===== config.mk =====
export PLATFORM = sky130hd
export DESIGN_NAME = qam_tx_sequencer_flat
export DESIGN_NICKNAME = d
export VERILOG_FILES = /design/src/rtl/qam_tx_sequencer_if.sv /design/src/rtl/qam_tx_sequencer.sv /design/src/flat_wrapper.sv
export SDC_FILE = /design/constraint.sdc
export NUM_CORES = 1
export LEC_CHECK = 0
export CORE_ASPECT_RATIO = 1.4
export CORE_MARGIN = 8
export CORE_UTILIZATION = 40
export CTS_CLUSTER_SIZE = 28
export DETAILED_ROUTE_END_ITERATION = 16
export GPL_TIMING_DRIVEN = 1
export SLEW_MARGIN = 20
export SYNTH_ARGS = -nofsm -noshare
export SYNTH_HDL_FRONTEND = slang
export SYNTH_SLANG_ARGS = --single-unit

===== constraint.sdc =====
create_clock -name axi_clk -period 3.2 [get_ports axi_clk]
set_input_delay 0.96 -clock axi_clk [delete_from_list [all_inputs] [get_ports axi_clk]]
set_output_delay 0.96 -clock axi_clk [all_outputs]
set_load 0.005 [all_outputs]

===== src/rtl/qam_tx_sequencer_if.sv =====
// Control and status bundle between the QAM burst host/FIFO side
// and the qam_tx_sequencer burst controller.
interface qam_tx_sequencer_if #(
    parameter int LEN_WIDTH   = 16,
    parameter int LEVEL_WIDTH = 7
);
    logic                   start;
    logic                   stop;
    logic [LEN_WIDTH-1:0]   burst_len;
    logic [LEVEL_WIDTH-1:0] fifo_level;
    logic                   fifo_empty;
    logic                   carrier_zero;
    logic                   rd_en;
    logic                   busy;
    logic                   done;
    logic [LEN_WIDTH-1:0]   sample_cnt;
    logic                   err_underflow;
    logic                   err_timeout;
    logic                   err_cfg;

    modport master (
        output start, stop, burst_len, fifo_level,
        output fifo_empty, carrier_zero,
        input  rd_en, busy, done, sample_cnt,
        input  err_underflow, err_timeout, err_cfg
    );

    modport slave (
        input  start, stop, burst_len, fifo_level,
        input  fifo_empty, carrier_zero,
        output rd_en, busy, done, sample_cnt,
        output err_underflow, err_timeout, err_cfg
    );
endinterface


===== src/rtl/qam_tx_sequencer.sv =====
// Sequenced FIFO read burst for the QAM-16 back end: prefill, align
// to carrier zero phase, read N samples, then flush the DSP pipeline.
module qam_tx_sequencer #(
    parameter int LEN_WIDTH    = 16,
    parameter int LEVEL_WIDTH  = 7,
    parameter int PREFILL      = 8,
    parameter int ZERO_TIMEOUT = 64,
    parameter int PIPE_LAT     = 4
) (
    input  logic              axi_clk,
    input  logic              axi_rst,
    qam_tx_sequencer_if.slave bus
);
    localparam int CMAX = (ZERO_TIMEOUT > PIPE_LAT) ? ZERO_TIMEOUT : PIPE_LAT;
    localparam int TW   = $clog2(CMAX) + 1;

    localparam logic [TW-1:0]          TO_LAST = TW'(ZERO_TIMEOUT - 1);
    localparam logic [TW-1:0]          DR_LAST = TW'(PIPE_LAT - 1);
    localparam logic [LEVEL_WIDTH-1:0] PF_LVL  = LEVEL_WIDTH'(PREFILL);

    typedef enum logic [2:0] {
        S_IDLE,
        S_PREFILL,
        S_ARM,
        S_RUN,
        S_DRAIN
    } state_t;

    state_t               state_q, state_d;
    logic [TW-1:0]        cnt_q, cnt_d;
    logic [LEN_WIDTH-1:0] len_q, len_d;
    logic [LEN_WIDTH-1:0] smp_q, smp_d;
    logic                 busy_q;
    logic                 done_q, done_d;
    logic                 uf_q, uf_d;
    logic                 to_q, to_d;
    logic                 cfg_q, cfg_d;
    logic                 rd_en;
    logic                 last_rd;

    // Combinational so a read is never issued on an empty FIFO.
    assign rd_en   = (state_q == S_RUN) && !bus.fifo_empty;
    assign last_rd = rd_en && (smp_q == len_q - LEN_WIDTH'(1));

    assign bus.rd_en         = rd_en;
    assign bus.busy          = busy_q;
    assign bus.done          = done_q;
    assign bus.sample_cnt    = smp_q;
    assign bus.err_underflow = uf_q;
    assign bus.err_timeout   = to_q;
    assign bus.err_cfg       = cfg_q;

    always_comb begin
        state_d = state_q;
        cnt_d   = cnt_q;
        len_d   = len_q;
        smp_d   = smp_q;
        done_d  = 1'b0;
        uf_d    = uf_q;
        to_d    = to_q;
        cfg_d   = cfg_q;

        unique case (state_q)
            S_IDLE: begin
                if (bus.start && !bus.stop) begin
                    smp_d = '0;
                    uf_d  = 1'b0;
                    to_d  = 1'b0;
                    cfg_d = 1'b0;
                    if (bus.burst_len == '0) begin
                        cfg_d = 1'b1;
                    end else begin
                        len_d   = bus.burst_len;
                        state_d = S_PREFILL;
                    end
                end
            end
            S_PREFILL: begin
                if (bus.stop) begin
                    state_d = S_IDLE;
                    done_d  = 1'b1;
                end else if (bus.fifo_level >= PF_LVL) begin
                    state_d = S_ARM;
                    cnt_d   = '0;
                end
            end
            S_ARM: begin
                if (bus.stop) begin
                    state_d = S_IDLE;
                    done_d  = 1'b1;
                end else if (bus.carrier_zero) begin
                    state_d = S_RUN;
                end else if (cnt_q == TO_LAST) begin
                    to_d    = 1'b1;
                    done_d  = 1'b1;
                    state_d = S_IDLE;
                end else begin
                    cnt_d = cnt_q + TW'(1);
                end
            end
            S_RUN: begin
                if (rd_en && (smp_q < len_q)) begin
                    smp_d = smp_q + LEN_WIDTH'(1);
                end
                // Truncate on underflow; the burst is never resumed.
                if (bus.fifo_empty && (smp_q < len_q)) begin
                    uf_d    = 1'b1;
                    state_d = S_DRAIN;
                    cnt_d   = '0;
                end
                if (last_rd || bus.stop) begin
                    state_d = S_DRAIN;
                    cnt_d   = '0;
                end
            end
            S_DRAIN: begin
                if (cnt_q == DR_LAST) begin
                    state_d = S_IDLE;
                    done_d  = 1'b1;
                end else begin
                    cnt_d = cnt_q + TW'(1);
                end
            end
            default: state_d = S_IDLE;
        endcase
    end

    always_ff @(posedge axi_clk) begin
        if (axi_rst) begin
            state_q <= S_IDLE;
            cnt_q   <= '0;
            len_q   <= '0;
            smp_q   <= '0;
            busy_q  <= 1'b0;
            done_q  <= 1'b0;
            uf_q    <= 1'b0;
            to_q    <= 1'b0;
            cfg_q   <= 1'b0;
        end else begin
            state_q <= state_d;
            cnt_q   <= cnt_d;
            len_q   <= len_d;
            smp_q   <= smp_d;
            busy_q  <= (state_d != S_IDLE);
            done_q  <= done_d;
            uf_q    <= uf_d;
            to_q    <= to_d;
            cfg_q   <= cfg_d;
        end
    end
endmodule


===== src/flat_wrapper.sv =====
// flat-port wrapper written by rule: the top's interface ports become plain ports
module qam_tx_sequencer_flat 
#(
    parameter int LEN_WIDTH    = 16,
    parameter int LEVEL_WIDTH  = 7,
    parameter int PREFILL      = 8,
    parameter int ZERO_TIMEOUT = 64,
    parameter int PIPE_LAT     = 4
)
  (axi_clk, axi_rst, bus_start, bus_stop, bus_burst_len, bus_fifo_level, bus_fifo_empty, bus_carrier_zero, bus_rd_en, bus_busy, bus_done, bus_sample_cnt, bus_err_underflow, bus_err_timeout, bus_err_cfg);
  qam_tx_sequencer_if #(.LEN_WIDTH(LEN_WIDTH), .LEVEL_WIDTH(LEVEL_WIDTH)) bus_i ();
  input  logic axi_clk;
  input  logic axi_rst;
  input wire logic [$bits(bus_i.start)-1:0] bus_start;
  input wire logic [$bits(bus_i.stop)-1:0] bus_stop;
  input wire logic [$bits(bus_i.burst_len)-1:0] bus_burst_len;
  input wire logic [$bits(bus_i.fifo_level)-1:0] bus_fifo_level;
  input wire logic [$bits(bus_i.fifo_empty)-1:0] bus_fifo_empty;
  input wire logic [$bits(bus_i.carrier_zero)-1:0] bus_carrier_zero;
  output wire logic [$bits(bus_i.rd_en)-1:0] bus_rd_en;
  output wire logic [$bits(bus_i.busy)-1:0] bus_busy;
  output wire logic [$bits(bus_i.done)-1:0] bus_done;
  output wire logic [$bits(bus_i.sample_cnt)-1:0] bus_sample_cnt;
  output wire logic [$bits(bus_i.err_underflow)-1:0] bus_err_underflow;
  output wire logic [$bits(bus_i.err_timeout)-1:0] bus_err_timeout;
  output wire logic [$bits(bus_i.err_cfg)-1:0] bus_err_cfg;
  assign bus_i.start = bus_start;
  assign bus_i.stop = bus_stop;
  assign bus_i.burst_len = bus_burst_len;
  assign bus_i.fifo_level = bus_fifo_level;
  assign bus_i.fifo_empty = bus_fifo_empty;
  assign bus_i.carrier_zero = bus_carrier_zero;
  assign bus_rd_en = bus_i.rd_en;
  assign bus_busy = bus_i.busy;
  assign bus_done = bus_i.done;
  assign bus_sample_cnt = bus_i.sample_cnt;
  assign bus_err_underflow = bus_i.err_underflow;
  assign bus_err_timeout = bus_i.err_timeout;
  assign bus_err_cfg = bus_i.err_cfg;
  qam_tx_sequencer #(.LEN_WIDTH(LEN_WIDTH), .LEVEL_WIDTH(LEVEL_WIDTH), .PREFILL(PREFILL), .ZERO_TIMEOUT(ZERO_TIMEOUT), .PIPE_LAT(PIPE_LAT)) u_core (.axi_clk(axi_clk), .axi_rst(axi_rst), .bus(bus_i));
endmodule

; Word-level counts from Yosys, hierarchy flattened
; Index checks and enable logic that the tools add are counted.
[word_totals]
memories = 0
word_cells = 90
input_bits = 29
register_bits = 47
rom_bits = 0
latch_bits = 0
mem_bits_rw = 0
[classes]
add_sub_neg = 3
shifts = 0
n_div = 0
magnitude_cmp = 2
multipliers = 0
reduce_logical = 20
n_eq_ne = 18
n_mux = 37
bitwise = 1
[ops]
columns = cell, count
row1 = $mux W7, 8
row2 = $mux W16, 2
row3 = $pmux W16 S2, 1
row4 = $mux W3, 10
row5 = $pmux W7 S4, 1
row6 = $add A16 B1 Y16 const B, 1
row7 = $eq A16 B16 Y1, 1
row8 = $logic_not A16 Y1, 1
row9 = $lt A16 B16 Y1, 1
row10 = $sub A16 B1 Y16 const B, 1
row11 = $pmux W3 S5, 1
row12 = $ne A2 B2 Y1 const B, 7
row13 = $mux W1, 11
row14 = $reduce_and A3 Y1, 3
row15 = $reduce_and A8 Y1, 1
row16 = $add A7 B1 Y7 const B, 1
row17 = $eq A7 B2 Y1 const B, 1
row18 = $eq A7 B6 Y1 const B, 1
row19 = $ge A7 B4 Y1 const B, 1
row20 = $eq A3 B2 Y1 const B, 2
row21 = $ne A2 B1 Y1 const B, 3
row22 = $logic_and A1 B1 Y1, 5
row23 = $reduce_and A5 Y1, 1
row24 = $pmux W1 S2, 2
row25 = other kinds (12), 14

; Logic depth before layout (Yosys ltp)
; Gate-level depths: netlist of run 1.
[logic_depth]
word_depth = 7
mapped_depth = 10
ltp_nobuf = 9

; Worst setup path before layout of run 1
; Ideal clock, no wire load.
[synth_path]
path_kind = input -> register
start = input port bus_fifo_empty
end = register u_core.smp_q[14] (netlist: u_core.bus.sample_cnt[14])
stages = 8
slack_ns = 0.634
arrival_ns = 2.439
path_buffers = 1
cell_sequence = nor4bb_1 -> nand2_1 -> a21oi_1 -> a21oi_1 -> clkbuf_1 -> nor3b_1 -> xnor2_1 -> nor2_1
[synth_between]
elab_chain_len = 5
[synth_lines]
columns = item, line_no
row1 = "start, declared", flat_wrapper.sv:18  ; input wire logic [$bits(bus_i.fifo_empty)-1:0] bus_fifo_empty;
row2 = $logic_not A1 Y1, qam_tx_sequencer.sv:42  ; assign rd_en = (state_q == S_RUN) && !bus.fifo_empty;
row3 = $logic_and A1 B1 Y1, qam_tx_sequencer.sv:42
row4 = $logic_and A1 B1 Y1, qam_tx_sequencer.sv:102  ; if (rd_en && (smp_q < len_q)) begin
row5 = $ne A2 B2 Y1 (no source line), n/a
row6 = $reduce_and A3 Y1 (no source line), n/a
row7 = "end signal, assigned", qam_tx_sequencer.sv:143  ; smp_q <= smp_d;
row8 = "end, declared", qam_tx_sequencer.sv:32  ; logic [LEN_WIDTH-1:0] smp_q, smp_d;
; No other way between the ends.
; A chain may end at the register's enable or synchronous reset.

; Final worst setup path of run 1
[layout_path]
start = input port bus_fifo_empty
end = output port bus_rd_en
[layout_between]
elab_chain_len = 2
[layout_lines]
columns = item, line_no
row1 = $logic_not A1 Y1, qam_tx_sequencer.sv:42
row2 = $logic_and A1 B1 Y1, qam_tx_sequencer.sv:42
row3 = "end, declared", flat_wrapper.sv:20  ; output wire logic [$bits(bus_i.rd_en)-1:0] bus_rd_en;
; No other way between the ends.

==> results of run 1 <==
-- per-stage QoR --
stage / area, um^2 / TNS [ns] / power (mW) / cells / hold slack [ns]
floorplan: 3050 / 0 / 0.773 / 390 / 0.460
detailed placement: 3700 / -0.132 / 0.860 / 534 / 0.464
CTS: 3790 / 0 / 1.21 / 542 / 0.485
global route: 3790 / 0 / 1.26 / 542 / 0.518
finish: 3790 / 0 / 1.19 / 542 / 0.474
global placement: 3700 / -0.0812 / 0.857 / 534 / 0.457
-- sequential cells by signal (all words and copies together) (netlist names) --
register	count
u_core.bus.busy	1
u_core.bus.done	1
u_core.bus.err_cfg	1
u_core.bus.err_timeout	1
u_core.bus.err_underflow	1
u_core.bus.sample_cnt	16
u_core.cnt_q	7
u_core.len_q	16
u_core.state_q	3
-- metal layers --
metal | part of all wire (%) | up-vias
met4 | 1.3 | 0
met1 | 40 | 1418
met5 | 0 | -
li1 | - | 1504
met3 | 2.5 | 8
met2 | 56 | 42
-- worst max-delay path, cell delays in order --
cell,delay (ns)
clkdlybuf4s50_1,0.45
nor4bb_2,0.33
dlygate4sd2_1,0.28
-- Yosys cell counts, types with 5 or more instances --
library cell / count
nor2b_1: 5
xor2_1: 8
nand4_1: 10
nor3_1: 13
or3_1: 8
nor2_1: 33
o21ai_0: 8
inv_1: 27
dfxtp_1: 47
nor4_1: 10
clkbuf_1: 14
ha_1: 19
nand3_1: 13
nand2_1: 46
xnor2_1: 25
a21oi_1: 33
a31oi_1: 5
-- final cells by class --
cell class,count,area (um^2)
Fill cell,750,3570
Multi-Input combinational cell,302,1960
Sequential cell,47,941
Timing Repair Buffer,61,587
Tap cell,97,121
Inverter,27,101
Clock buffer,5,68.8
Clock inverter,3,15.0
-- power groups by stage --
stage                     sequential, mW  combinational, mW  clock, mW
after floorplan                    0.623              0.149          0
after global placement             0.629              0.229          0
after detailed placement           0.629              0.232          0
after CTS                          0.615              0.233      0.364
after global routing               0.618              0.259      0.387
final                              0.614              0.232      0.349
-- layout by cell type, fill, tap and decap left out, types with 2 or more instances in the layout --
cell type and instances:
dfxtp_1 47, nand2_1 46, clkdlybuf4s50_1 46, nor2_1 33, a21oi_1 33, inv_1 27
xnor2_1 25, ha_1 19, nand3_1 13, nor3_1 13, buf_4 13, nand4_1 10
nor4_1 10, o21ai_0 8, xor2_1 8, or3_1 8, nor2b_1 5, a31oi_1 5
clkbuf_8 5, and3_1 4, a22oi_1 4, nor3b_1 4, nand4b_1 4, o211ai_1 3
and4_1 3, nand2b_1 3, a41oi_1 3, or4_1 3, clkinv_2 3, o21a_1 2
nand3b_1 2, o221ai_1 2, o22ai_1 2, o31a_1 2, o21ai_1 2
-- repair_timing --
action                     4_1_cts  5_1_grt
resized for setup                2        0
setup endpoints to repair        1        0
setup buffers                    0        0
-- cells by family (layout without fill, tap and decap cells) --
kind of cell    count (synthesis)  count (layout)  synth area share [%]
compound gates                 78              78                  16.4
xor+xnor                       33              33                  9.48
fa+ha+maj                      19              19                  7.80
buf+inv                        41              96                  5.05
flops                          47              47                  30.9
mux                             1               1                 0.328
simple gates                  171             171                  30.0
-- path summary, 6_finish.rpt --
path | from | end | depth (start not counted)
worst max-delay path | bus_fifo_empty | bus_rd_en | 3
worst min-delay path | u_core.bus.err_underflow$_SDFFE_PP0P_ | u_core.bus.err_underflow$_SDFFE_PP0P_ | 2
worst max register to register | u_core.len_q[1]$_SDFFE_PP0P_ | u_core.cnt_q[6]$_SDFFE_PP0P_ | 9
worst min register to register | u_core.bus.err_underflow$_SDFFE_PP0P_ | u_core.bus.err_underflow$_SDFFE_PP0P_ | 2
==> metrics, run 1 <==
Mapped Cells=390; async set-reset flop share out of synthesis=0%; TritonCTS clock tree=done; Net Switching=around 0.33 mW; min-delay worst type=reg2reg; Bufs on Longest Clock Path=2; post-route ant nets=0; Seq/Total Area, Yosys=between 30% and 40%; syn avg cell area=just under 8 um^2; EDFF count, synth=0; sw frac=between 20 and 30%; Worst-Margin Slew=around 0.63 ns; status=finished clean; Layout Nets=roughly 490; TritonCTS buffer count=5; met3 GRT Util=under 10%; Antenna diodes=0; crit start category=input pin; vias in the first global route=roughly 3000; Synth top area share=a little under a third; Total Wirelength=approximately 8200 um; Pint=about 0.86 mW; highest clock rate=approximately 0.34 GHz; gr usage total=about 15%; Slew headroom=57.5%; iteration-0 DRC count of the detailed router=around 130; GPL Wtd Cong=approximately 0.84; max-slew violations=0; IO Port Bufs=between 40 and 50; row count=37; clock sink total=between 40 and 50; first-pass GRT wire length=roughly 14000 um; global route overflow=0; Worst-Skew Late Latency=approximately 0.3 ns; chip width=roughly 90 um; initial antenna violation count=0; estimated wirelength of the detail-placed design=approximately 6600 um; Initial Util=41.4%; pwr dens=315 nW/um^2; Final Util=51.5%; dpl ws=-0.102 ns; clock root cell=clkbuf_8; R2R Setup Slk=0.36 ns; H-tree levels=2; post-synth design cell area=a little over 3000 um^2; wire length per cell=around 15 um; post-synth top area cell=dfxtp_1; layout cells sized above 1=about 7%; cell leakage power=~1.3 nW; #FFs+latches synth=47; sequential power share=around half; top_reg_cell synth=dfxtp_1; Via Count=just under 3000; cts-stage hold buffer count=0; CP arrival=around 2 ns; clock group share of total power=29.2%; Synth warnings=0; io pins=51; final hold vios=0; M2 GR Usage=between 30% and 40%; CP required=about 2.2 ns; DIE HEIGHT=~120 um; syn nets=438; post-route minimum period=~3.0 ns; Worst Skew=around 0.005 ns; post-route setup slack=0.229 ns; fin crit share=between 90% and 100%; Layout Area Growth over Synthesis=24.5%; peak fanout along the critical path=2; DRC viols=0; Combinational Power Share=around 19%; unrepaired setup endpoints after global routing=false; Max Cap Viol=0; final setup violation count=0; Distinct cells, synth=between 50 and 60; core area=~7400 um^2; DRT Pass-1 Iters=4; grt peak-use layer=met2; Peak VDD IR=0.188 mV; Reg clk slew, reported paths=0.08 ns; top cells by area, synth=dfxtp_1 (31%), ha_1 (7.8%), xnor2_1 (7.2%), nand2_1 (5.7%), a21oi_1 (5.4%); Worst setup EP type=output pin; met1 Use GR=16.0%; largest net degree at the start of global routing=26; vias per cell=5.48; Setup Crit Path Kind=in2out; Die Area=approximately 11000 um^2
No activity file was read; power rests on OpenSTA's default activity.
==> run 2, diff against run 1 <==
Settings changed: CORE_UTILIZATION 40 to 54, PLACE_DENSITY set to 0.81.
==> run 2 against run 1 <==
  * Clock power up 49%
  * Combinational power hardly changed
  * Critical path type unchanged
  * Fmax grew 0.22%
  * Global-route usage grew 4.1 points
  * Non-clock buffer count decreased by 3
==> metrics, run 2 (synthesis results as in run 1) <==
iteration-0 DRC count of the detailed router=about 180; GPL Wtd Cong=around 0.9; postcts setup bufs=0; post-route minimum period=2.96 ns; DIE HEIGHT=105 um; peak fanout along the critical path=2; DRT Pass-1 Iters=5; TritonCTS buffer count=5; wire length per cell=15.7 um; Setup Crit Path Kind=in2out; largest net degree at the start of global routing=26; Worst-Skew Late Latency=~0.31 ns; layout cells sized above 1=around 6.6%; most common cell after layout, fill and taps aside=dfxtp_1; post-route ant nets=0; Layout Nets=~490; first-pass GRT wire length=13600 um; Worst Skew=0.00606 ns; FF-to-FF End=u_core.cnt_q[6]$_SDFFE_PP0P_; IO Port Bufs=47; Slowest Stage Delay on Critical Path=around 0.44 ns; min-delay worst type=reg2reg; DRC viols=0; clock group share of total power=a little under two fifths; unrepaired setup endpoints after global routing=false; met2 wire len=approximately 4500 um; DP Cell Count=between 500 and 600; cells along the critical path=clkdlybuf4s50_1, nor4bb_2, dlygate4sd2_1; core area=about 5500 um^2; Max Used Layer=met4; Max Cap Viol=0; gr usage total=between 10% and 20%; dpl ws=-0.123 ns; Peak VDD IR=between 0.2 and 0.25 mV; CP arrival=roughly 2 ns; origin of the critical flop-to-flop path=u_core.len_q[1]$_SDFFE_PP0P_; wl on met1=3040 um; Die Area=about 8300 um^2; cell leakage power=1.32 nW; Layout Area Growth over Synthesis=23.9%; Slew headroom=60.3%; max-slew violations=0; Worst Hold Path EP=u_core.bus.err_timeout$_SDFFE_PP0P_; fin crit share=between 90% and 100%; vias per cell=5.96; highest clock rate=about 0.34 GHz; Via Count=about 3000; final hold vios=0; chip width=slightly below 80 um; # fillers=473; Antenna diodes=0; Buf+Inv Stages, Crit Path=2; met3 WL=approximately 310 um; Initial Util=a little under three fifths; CP required=2.24 ns; cts-stage hold buffer count=0; Bufs on Longest Clock Path=2; depth of the most critical reg-to-reg path=9; TritonCTS clock tree=done; clock root cell=clkbuf_8; final setup violation count=0; sequential power share=about 45%; WHS Path Cells=2; critical path's slowest cell=clkdlybuf4s50_1; leading cell types in the layout, fill and taps excluded=dfxtp_1 (47), nand2_1 (46), clkdlybuf4s50_1 (46); vias in the first global route=3027; Combinational Power Share=~17%; Worst setup EP type=output pin; post-CTS sizing=2; clock sink total=47; H-tree levels=2; global route overflow=0; sw frac=between 20% and 30%; Finished Layout Cells=~500; estimated wirelength of the detail-placed design=6280 um; io pins=51; initial antenna violation count=0; top cell family by delay on the critical path=buffers and inverters; crit start category=input pin; R2R Setup Slk=0.30 ns; Net Switching=approximately 0.35 mW; status=finished clean; pwr dens=approximately 360 nW/um^2; row count=32; Pint=1.02 mW; Worst-Margin Slew=0.594 ns; post-route setup slack=roughly 0.24 ns; Worst Hold Launch=u_core.bus.err_timeout$_SDFFE_PP0P_; Reg clk slew, reported paths=approximately 0.09 ns; Total Wirelength=around 8000 um
[run 2: cell type report]
class,count,area [um^2],share of cell area [%]
Clock buffer,5,68.8,1.82
Clock inverter,3,67.6,1.79
Inverter,27,101,2.68
Multi-Input combinational cell,302,1960,51.9
Sequential cell,47,941,24.9
Tap cell,68,85.1,2.25
Timing Repair Buffer,58,552,14.6
[run 2: power groups by stage]
| stage | logic (mW) | registers (mW) | clock network, mW |
|---|---|---|---|
| after detailed placement | 0.228 | 0.629 | 0 |
| after global routing | 0.254 | 0.618 | 0.543 |
| after global placement | 0.221 | 0.628 | 0 |
| after floorplan | 0.149 | 0.623 | 0 |
| after CTS | 0.230 | 0.615 | 0.523 |
| final | 0.231 | 0.615 | 0.521 |
[run 2: per-layer routing]
layer  track usage [%]  up-vias
met5                 0        -
met4              8.78        0
met3              3.52       19
met2              36.4       81
met1              20.1     1434
li1                  -     1506
[run 2: how the worst max path moves through the flow]
stage | start | to | cells after the start
3_3_place_gp | bus_fifo_empty | bus_rd_en | 3
5_1_grt | u_core.len_q[1]$_SDFFE_PP0P_ | u_core.cnt_q[6]$_SDFFE_PP0P_ | 9
6_report | bus_fifo_empty | bus_rd_en | 3
2_1_floorplan | bus_fifo_empty | u_core.bus.sample_cnt[14]$_SDFFE_PP0P_ | 8
3_5_place_dp | bus_fifo_empty | bus_rd_en | 3
4_1_cts | bus_fifo_empty | bus_rd_en | 3
[run 2: tightest hold or removal path: cells and delay by family (launching register included)]
family | cells | cell delay [ns]
and+or+nand+nor | 1 | 0.07
DFF | 1 | 0.34
AOI/OAI and AO/OA | 1 | 0.04
[run 2: metrics by stage]
step	TNS, ns	utilization (%)	area, um^2	hold WS [ns]	power (mW)
detailed placement	-0.125	66.2	3630	0.466	0.856
global route	0	68.8	3770	0.501	1.42
floorplan	0	-	3050	0.460	0.773
global placement	-0.0726	66.2	3630	0.461	0.849
finish	0	68.8	3770	0.480	1.37
CTS	0	68.8	3770	0.488	1.37
